===== config.mk =====
export PLATFORM = sky130hd
export DESIGN_NAME = expose_duration
export DESIGN_NICKNAME = d
export VERILOG_FILES = /design/src/rtl/expose_duration.sv
export SDC_FILE = /design/constraint.sdc
export NUM_CORES = 1
export LEC_CHECK = 0
export CAP_MARGIN = 20
export CORE_AREA = 2 2 39 41
export DETAILED_ROUTE_END_ITERATION = 8
export DIE_AREA = 0 0 41 43
export PLACE_DENSITY_LB_ADDON = 0.15
export SETUP_SLACK_MARGIN = 0.02
export SLEW_MARGIN = 0
export SYNTH_ARGS = -nofsm -noshare
export SYNTH_HDL_FRONTEND = slang
export SYNTH_SLANG_ARGS = --single-unit
export TNS_END_PERCENT = 30

===== constraint.sdc =====
create_clock -name i_clk -period 2.1 [get_ports i_clk]
set_input_delay 0.42 -clock i_clk [delete_from_list [all_inputs] [get_ports i_clk]]
set_output_delay 0.42 -clock i_clk [all_outputs]
set_load 0.01 [all_outputs]

===== src/rtl/expose_duration.sv =====
// expose_duration: exposure timer. It holds o_expose high for a programmed number of cycles, then flags completion.
// Optional build macro EXPOSE_ABORT_EN: when defined, dropping i_expose_enable during an exposure aborts it.
module expose_duration #(
    parameter int CNT_W = 6
) (
    input  logic             i_clk,
    input  logic             i_rst_n,
    input  logic [CNT_W-1:0] i_exposecycles,
    input  logic             i_expose_enable,
    output logic             o_expose,
    output logic             o_expose_finished
);
    typedef enum logic [1:0] {IDLE, EXPOSE, DONE} state_t;

    state_t           r_state;
    logic [CNT_W-1:0] r_cnt;
    logic             r_expose;
    logic             r_finished;

    assign o_expose          = r_expose;
    assign o_expose_finished = r_finished;

    // Exposure FSM; the outputs are registered alongside the state so they always match it.
    always_ff @(posedge i_clk or negedge i_rst_n) begin
        if (!i_rst_n) begin
            r_state    <= IDLE;
            r_cnt      <= '0;
            r_expose   <= 1'b0;
            r_finished <= 1'b0;
        end else begin
            case (r_state)
                IDLE: begin
                    if (i_expose_enable) begin
                        if (i_exposecycles != '0) begin
                            r_cnt    <= i_exposecycles;
                            r_state  <= EXPOSE;
                            r_expose <= 1'b1;
                        end else begin
                            r_state    <= DONE;
                            r_finished <= 1'b1;
                        end
                    end
                end
                EXPOSE: begin
`ifdef EXPOSE_ABORT_EN
                    if (!i_expose_enable) begin
                        r_cnt    <= '0;
                        r_state  <= IDLE;
                        r_expose <= 1'b0;
                    end else
`endif
                    if (r_cnt == CNT_W'(1)) begin
                        r_cnt      <= '0;
                        r_state    <= DONE;
                        r_expose   <= 1'b0;
                        r_finished <= 1'b1;
                    end else begin
                        r_cnt <= r_cnt - CNT_W'(1);
                    end
                end
                DONE: begin
                    if (!i_expose_enable) begin
                        r_state    <= IDLE;
                        r_finished <= 1'b0;
                    end
                end
                default: begin
                    r_state    <= IDLE;
                    r_cnt      <= '0;
                    r_expose   <= 1'b0;
                    r_finished <= 1'b0;
                end
            endcase
        end
    end
endmodule


==> results of run 1 <==
[flip-flops by register name (all words and copies together) (netlist names)]
name / flops
o_expose_finished: 1
r_cnt: 6
r_state: 2
o_expose: 1
[stage by stage]
stage                     utilization  power [mW]
final                           0.526        1.02
after global routing            0.526        1.11
after CTS                       0.526        1.03
after detailed placement        0.510       0.887
after global placement          0.510       0.881
after floorplan                     -       0.739
[area by class of cell]
type	instances	share of cell area
multi-input combinational	49	0.435
sequential	10	0.344
clock buffer	3	0.0309
tap	16	0.0275
timing repair buffer	10	0.137
inverter	5	0.0258
[critical path, delay by kind of cell]
kind,cells,cell delay (ns)
AOI/OAI and AO/OA,3,0.69
buffers and inverters,2,0.60
[power breakdown]
group | switching, mW | total [mW] | internal, mW | leakage, nW
logic | 0.223 | 0.457 | 0.234 | 0.170
registers | 0.149 | 0.431 | 0.282 | 0.117
clock network | 0.0681 | 0.135 | 0.0664 | 0.0138
total | 0.440 | 1.02 | 0.583 | 0.301
[metal layers]
metal  global-route usage  vias up
met4                0.140        0
met1                0.327      280
met2                0.234       15
met3               0.0471        4
met5                    0        -
li1                     -      270
[layout by cell type (no fill, tap or decap)]
cell type / n
a21oi_1: 3
a22oi_1: 4
a311o_1: 1
a31oi_1: 1
a32o_1: 1
and3_1: 1
and4b_1: 1
clkbuf_4: 3
clkdlybuf4s50_1: 10
dfrtp_1: 10
ha_1: 2
inv_1: 5
nand2_1: 6
nand3_1: 2
nand4_1: 1
nor2_1: 6
nor3_1: 2
nor4_4: 1
o21ai_0: 5
o21ai_1: 1
o22ai_1: 5
o311ai_1: 1
o32ai_1: 1
or3_1: 1
xnor2_1: 2
xor2_1: 1
[final timing paths]
kind                                 startpoint          to  slack [ns]  cells after the start
worst max-delay path            i_expose_enable    r_cnt[3]        0.50                      5
worst min-delay path                    i_rst_n  r_state[0]        0.46                      1
worst max register to register         r_cnt[2]    r_cnt[4]        0.64                      4
worst min register to register         o_expose    o_expose        0.55                      2
max in group asynchronous               i_rst_n    r_cnt[0]        1.33                      1
min in group i_clk                     o_expose    o_expose        0.55                      2
[logic make-up after synthesis]
group           after synthesis
simple gates                 21
xor+xnor                      3
compound gates               23
flops                        10
buf+inv                       6
fa+ha+maj                     2
==> qor.yml, run 1 <==
status:
  status: "finished clean"
route:
  ant_nets: 0
  drt-total-wl_um: 1410
  highest_layer: "met4"
  post_drt_wl_per_cell_um: 15.1
  drt_pass1_iterations: 4
  vias_per_cell: 6.12
  drc: 0
  drtIter0Drc: 20
  met1_length_um: 666
  wl_met2_um: 650
  dr_total_vias: 569
  wl_met3_um: 61
setup_path:
  cpMaxStageDelayCell: "clkdlybuf4s50_1"
  crit_required_ns: 2.23
  worstSetupEndpointType: "register"
  max_stage_delay_ns: 0.51
  crit_type: "primary input to register"
  worstPathMaxFanout: 7
  worstPathArrival_ns: 1.73
  startpoint_type: "primary input"
  cp_cell_sequence: "clkdlybuf4s50_1 -> inv_1 -> a311o_1 -> a22oi_1 -> o22ai_1"
finish:
  syn_to_final_growth_pct: 23.6
  drive_gt1_frac: 0.0519
  fin_area_um2: 728
  seqCellArea_um2: 250
  num-nets-final: 90
  multi_input_area_um2: 317
  fillerInstances: 141
  fin_cells: 93
  insertedDiodeCount: 0
timing:
  report.final.slew_viol_count: 0
  finalCritPeriodShare: 0.760
  maxSlewHeadroom: 0.673
  tns_ns: 0
  finalSetupViolations: 0
  min_period_ns: 1.60
  rsz0062_at_grt: "no"
  fmax_mhz: 626
  fin_worst_skew_ns: 0.00320
  holdWs_ns: 0.460
  worst_slew_pin_slew_ns: 0.490
  setup_slack_ns: 0.503
  hold_viol_final: 0
logic_synthesis:
  yosysWarnings: 0
  synth_area_um2: 589
  synth-simple-area-share: 0.195
  synth_common_cells: "dfrtp_1 (10), nand2_1 (6), nor2_1 (6)"
  synthMuxAreaShare: 0
  synth-compound-area-share: 0.255
  ys_ff_latch: 10
  synthTopCellsByArea: "dfrtp_1 (42%), o22ai_1 (5.3%), a22oi_1 (5.1%)"
  synth.distinct_cells: 25
  ys_seq_area_frac: 0.425
  syn-num-nets: 76
  synth_xor_area_frac: 0.0446
  synth.most_common_cell: "dfrtp_1"
  synth_top_family_by_area: "compound AO/OA/AOI/OAI gates"
  synth_edf_count: 0
  ys.flop_type: "dfrtp_1"
  yosys.area_share.adder: 0.0425
  ys_async_sr_fraction: 1.00
  yosys.area.top_type: "dfrtp_1"
  synthCells: 65
  yosysTopAreaCellShare: 0.425
  syn_area_per_cell_um2: 9.07
pwr:
  peakVddDrop_mv: 0.551
  powerDensity_nw_per_um2: 1400
  p_leak_nw: 0.301
floorplanning:
  initial_core_util: 0.426
  die_h_um: 43
  io_pins: 11
  rows: 14
  die_area_um2: 1760
  core_area_um2: 1380
  die_w_um: 41
place:
  routabilityCongestion: 0.847
  io_buffer_count: 10
  dpl_cell_area_um2: 706
  hpwl_um: 1030
  dp_cells: 90
  place_ws_ns: 0.217
hold_path:
  hold_path_class: "primary input to asynchronous set/reset pin"
clock_network:
  post-cts-setup-buffers: 0
  tritoncts: "yes"
  numCtsBuffers: 3
  cts.sinks: 10
  cts_root_buffer: "clkbuf_4"
  path_clk_slew_ns: 0.07
  clockBufferDepth: 2
  cts-resized-gates: 0
  htreeDepth: 1
  clock_latency_ns: 0.27
  ctsHoldBuffers: 0
global_route:
  overflow: 0
  antenna_found_initial: 0
  grt_use_total: 0.206
  grt_max_degree: 17
  grt_pass1_wl_um: 2350
  grt_pass1_vias: 509
flow_run:
  maxCapViolations: 0
Power figures use the tool's default switching activity.
==> inputs of run 2 (changes only) <==
==> constraint.sdc (replaced) <==
create_clock -name i_clk -period 1.6 [get_ports i_clk]
set_input_delay 0.32 -clock i_clk [delete_from_list [all_inputs] [get_ports i_clk]]
set_output_delay 0.32 -clock i_clk [all_outputs]
set_load 0.01 [all_outputs]
==> run 2 against run 1 <==
Compared with the run above: hold slack got worse by 0.088 ns; combinational power increased by 62%; cell count increased by 9.7%; non-clock buffer count increased by 9; worst setup slack got worse by 0.41 ns; via count increased by 4.4%; first-iteration DRC count increased by 90%; clock-buffer cell count unchanged; core utilization increased by 4.9 points; routed wire length increased by 10%; critical path type is now register to output pin.
==> qor.yml, run 2 (synthesized netlist as in run 1, its figures left out) <==
status:
  status: "finished clean"
pwr:
  power_frac_seq: 0.366
  p_comb_frac: 0.514
  peakVddDrop_mv: 0.849
  p_sw_frac: 0.423
  clock_power_share: 0.120
  internal-power_mw: 0.831
  p_leak_nw: 0.345
  p_switching_mw: 0.609
  powerDensity_nw_per_um2: 1810
  p_total_mw: 1.44
timing:
  worst_slew_pin_slew_ns: 0.458
  report.final.slew_viol_count: 0
  min_period_ns: 1.51
  hold_viol_final: 0
  finalCritPeriodShare: 0.944
  fmax_mhz: 662
  tns_ns: 0
  maxSlewHeadroom: 0.694
  finalSetupViolations: 0
  rsz0062_at_grt: "no"
  fin_worst_skew_ns: 0.00410
route:
  drtIter0Drc: 38
  post_drt_wl_per_cell_um: 15.2
  dr_total_vias: 594
  drt-total-wl_um: 1550
  ant_nets: 0
  drc: 0
  drt_pass1_iterations: 4
  vias_per_cell: 5.82
setup_path:
  worstSetupEndpointType: "output pin"
  cp_cell_sequence: "clkdlybuf4s50_1"
  worstPathMaxFanout: 3
  r2r-start: "r_cnt[0]"
  cp_num_buf_inv: 1
  r2r_slack_ns: 0.20
  crit_family: "buffers and inverters"
  reg2reg_to: "r_cnt[4]"
  reg2reg_depth: 4
  crit_required_ns: 1.28
  cpMaxStageDelayCell: "clkdlybuf4s50_1"
  startpoint_type: "register"
  crit_type: "register to output pin"
  max_stage_delay_ns: 0.55
  worstPathArrival_ns: 1.19
finish:
  num-nets-final: 99
  top_regs: "r_cnt x6, r_state x2"
  drive_gt1_frac: 0.151
  insertedDiodeCount: 0
  fin_area_um2: 796
  final_cell_mix: "clkdlybuf4s50_1 (10), dfrtp_1 (10), buf_4 (9)"
  largest_register_ffs: 6
  regMostFlops: "r_cnt"
  syn_to_final_growth_pct: 35.0
  final_util: 0.575
global_route:
  met3_usage: 0.0314
  antenna_found_initial: 0
  grt_max_degree: 12
  gr-usage-met1: 0.332
  grt_use_total: 0.211
  grt_pass1_wl_um: 2530
  grt_pass1_vias: 544
  overflow: 0
  use_met2: 0.291
  busiest_layer: "met1"
hold_path:
  hold_path_class: "primary input to asynchronous set/reset pin"
clock_network:
  cts_root_buffer: "clkbuf_4"
  htreeDepth: 1
  tritoncts: "yes"
  post-cts-setup-buffers: 0
  path_clk_slew_ns: 0.07
  ctsHoldBuffers: 0
  clock_latency_ns: 0.26
  clockBufferDepth: 2
  cts.sinks: 10
  cts-resized-gates: 0
  numCtsBuffers: 3
floorplanning:
  die_w_um: 41
  io_pins: 11
  die_h_um: 43
  die_area_um2: 1760
  initial_core_util: 0.426
  core_area_um2: 1380
  rows: 14
flow_run:
  maxCapViolations: 0
place:
  dpl_cell_area_um2: 773
  routabilityCongestion: 0.861
  hpwl_um: 1210
  io_buffer_count: 10
[run 2: cell count changes in the layout (fill, tap and decap cells not counted)]
cell	previous run	this run
buf_4	0	9
[run 2: layout make-up]
| cell class | count | area [µm²] |
|---|---|---|
| fillers | 132 | 588 |
| well taps | 16 | 20.0 |
| clock buffers | 3 | 22.5 |
| flip-flops and latches | 10 | 250 |
| repair buffers | 19 | 168 |
| multi-input cells | 49 | 317 |
| inverters | 5 | 18.8 |
[run 2: metrics by stage]
step	hold WS (ns)	cells	setup slack [ns]
6_report	0.372	102	0.0891
5_1_grt	0.436	102	0.0617
4_1_cts	0.399	102	0.0964
3_5_place_dp	0.535	99	-0.154
3_3_place_gp	0.530	99	-0.127
2_1_floorplan	0.0244	65	0.362
[run 2: how the worst max path moves through the flow]
| stage | start | endpoint | slack [ns] | cells past startpoint |
|---|---|---|---|---|
| floorplan | r_cnt[2] | o_expose | 0.36 | 4 |
| global placement | i_exposecycles[1] | r_cnt[0] | -0.13 | 5 |
| detailed placement | i_exposecycles[1] | r_cnt[1] | -0.15 | 4 |
| CTS | o_expose_finished | o_expose_finished | 0.1 | 1 |
| global route | o_expose_finished | o_expose_finished | 0.06 | 1 |
| finish | o_expose_finished | o_expose_finished | 0.09 | 1 |
[run 2: power by group through the flow]
| stage | Combinational (mW) | Clock, mW | Sequential, mW |
|---|---|---|---|
| detailed placement | 0.732 | 0 | 0.529 |
| CTS | 0.734 | 0.172 | 0.525 |
| finish | 0.741 | 0.172 | 0.527 |
| global placement | 0.714 | 0 | 0.525 |
| floorplan | 0.455 | 0 | 0.515 |
| global route | 0.811 | 0.187 | 0.544 |
[run 2: per-layer routing]
metal  share of wire  wire length, µm
met4          0.0032                5
met1            0.46              714
met5               0                0
met2            0.47              732
met3           0.061               94
==> inputs of run 3 (changes only) <==
==> constraint.sdc (replaced) <==
create_clock -name i_clk -period 1.6 [get_ports i_clk]
set_input_delay 0.32 -clock i_clk [delete_from_list [all_inputs] [get_ports i_clk]]
set_output_delay 0.32 -clock i_clk [all_outputs]
set_load 0.005 [all_outputs]
==> results of run 3 <==
The final DEF is identical to that of run 2. Status: finished clean.
Among the figures that moved: setup slack after layout 0.0891 ns -> 0.124 ns; total power 1.44 mW -> 1.43 mW; worst IR drop on VDD 0.849 mV -> 0.847 mV
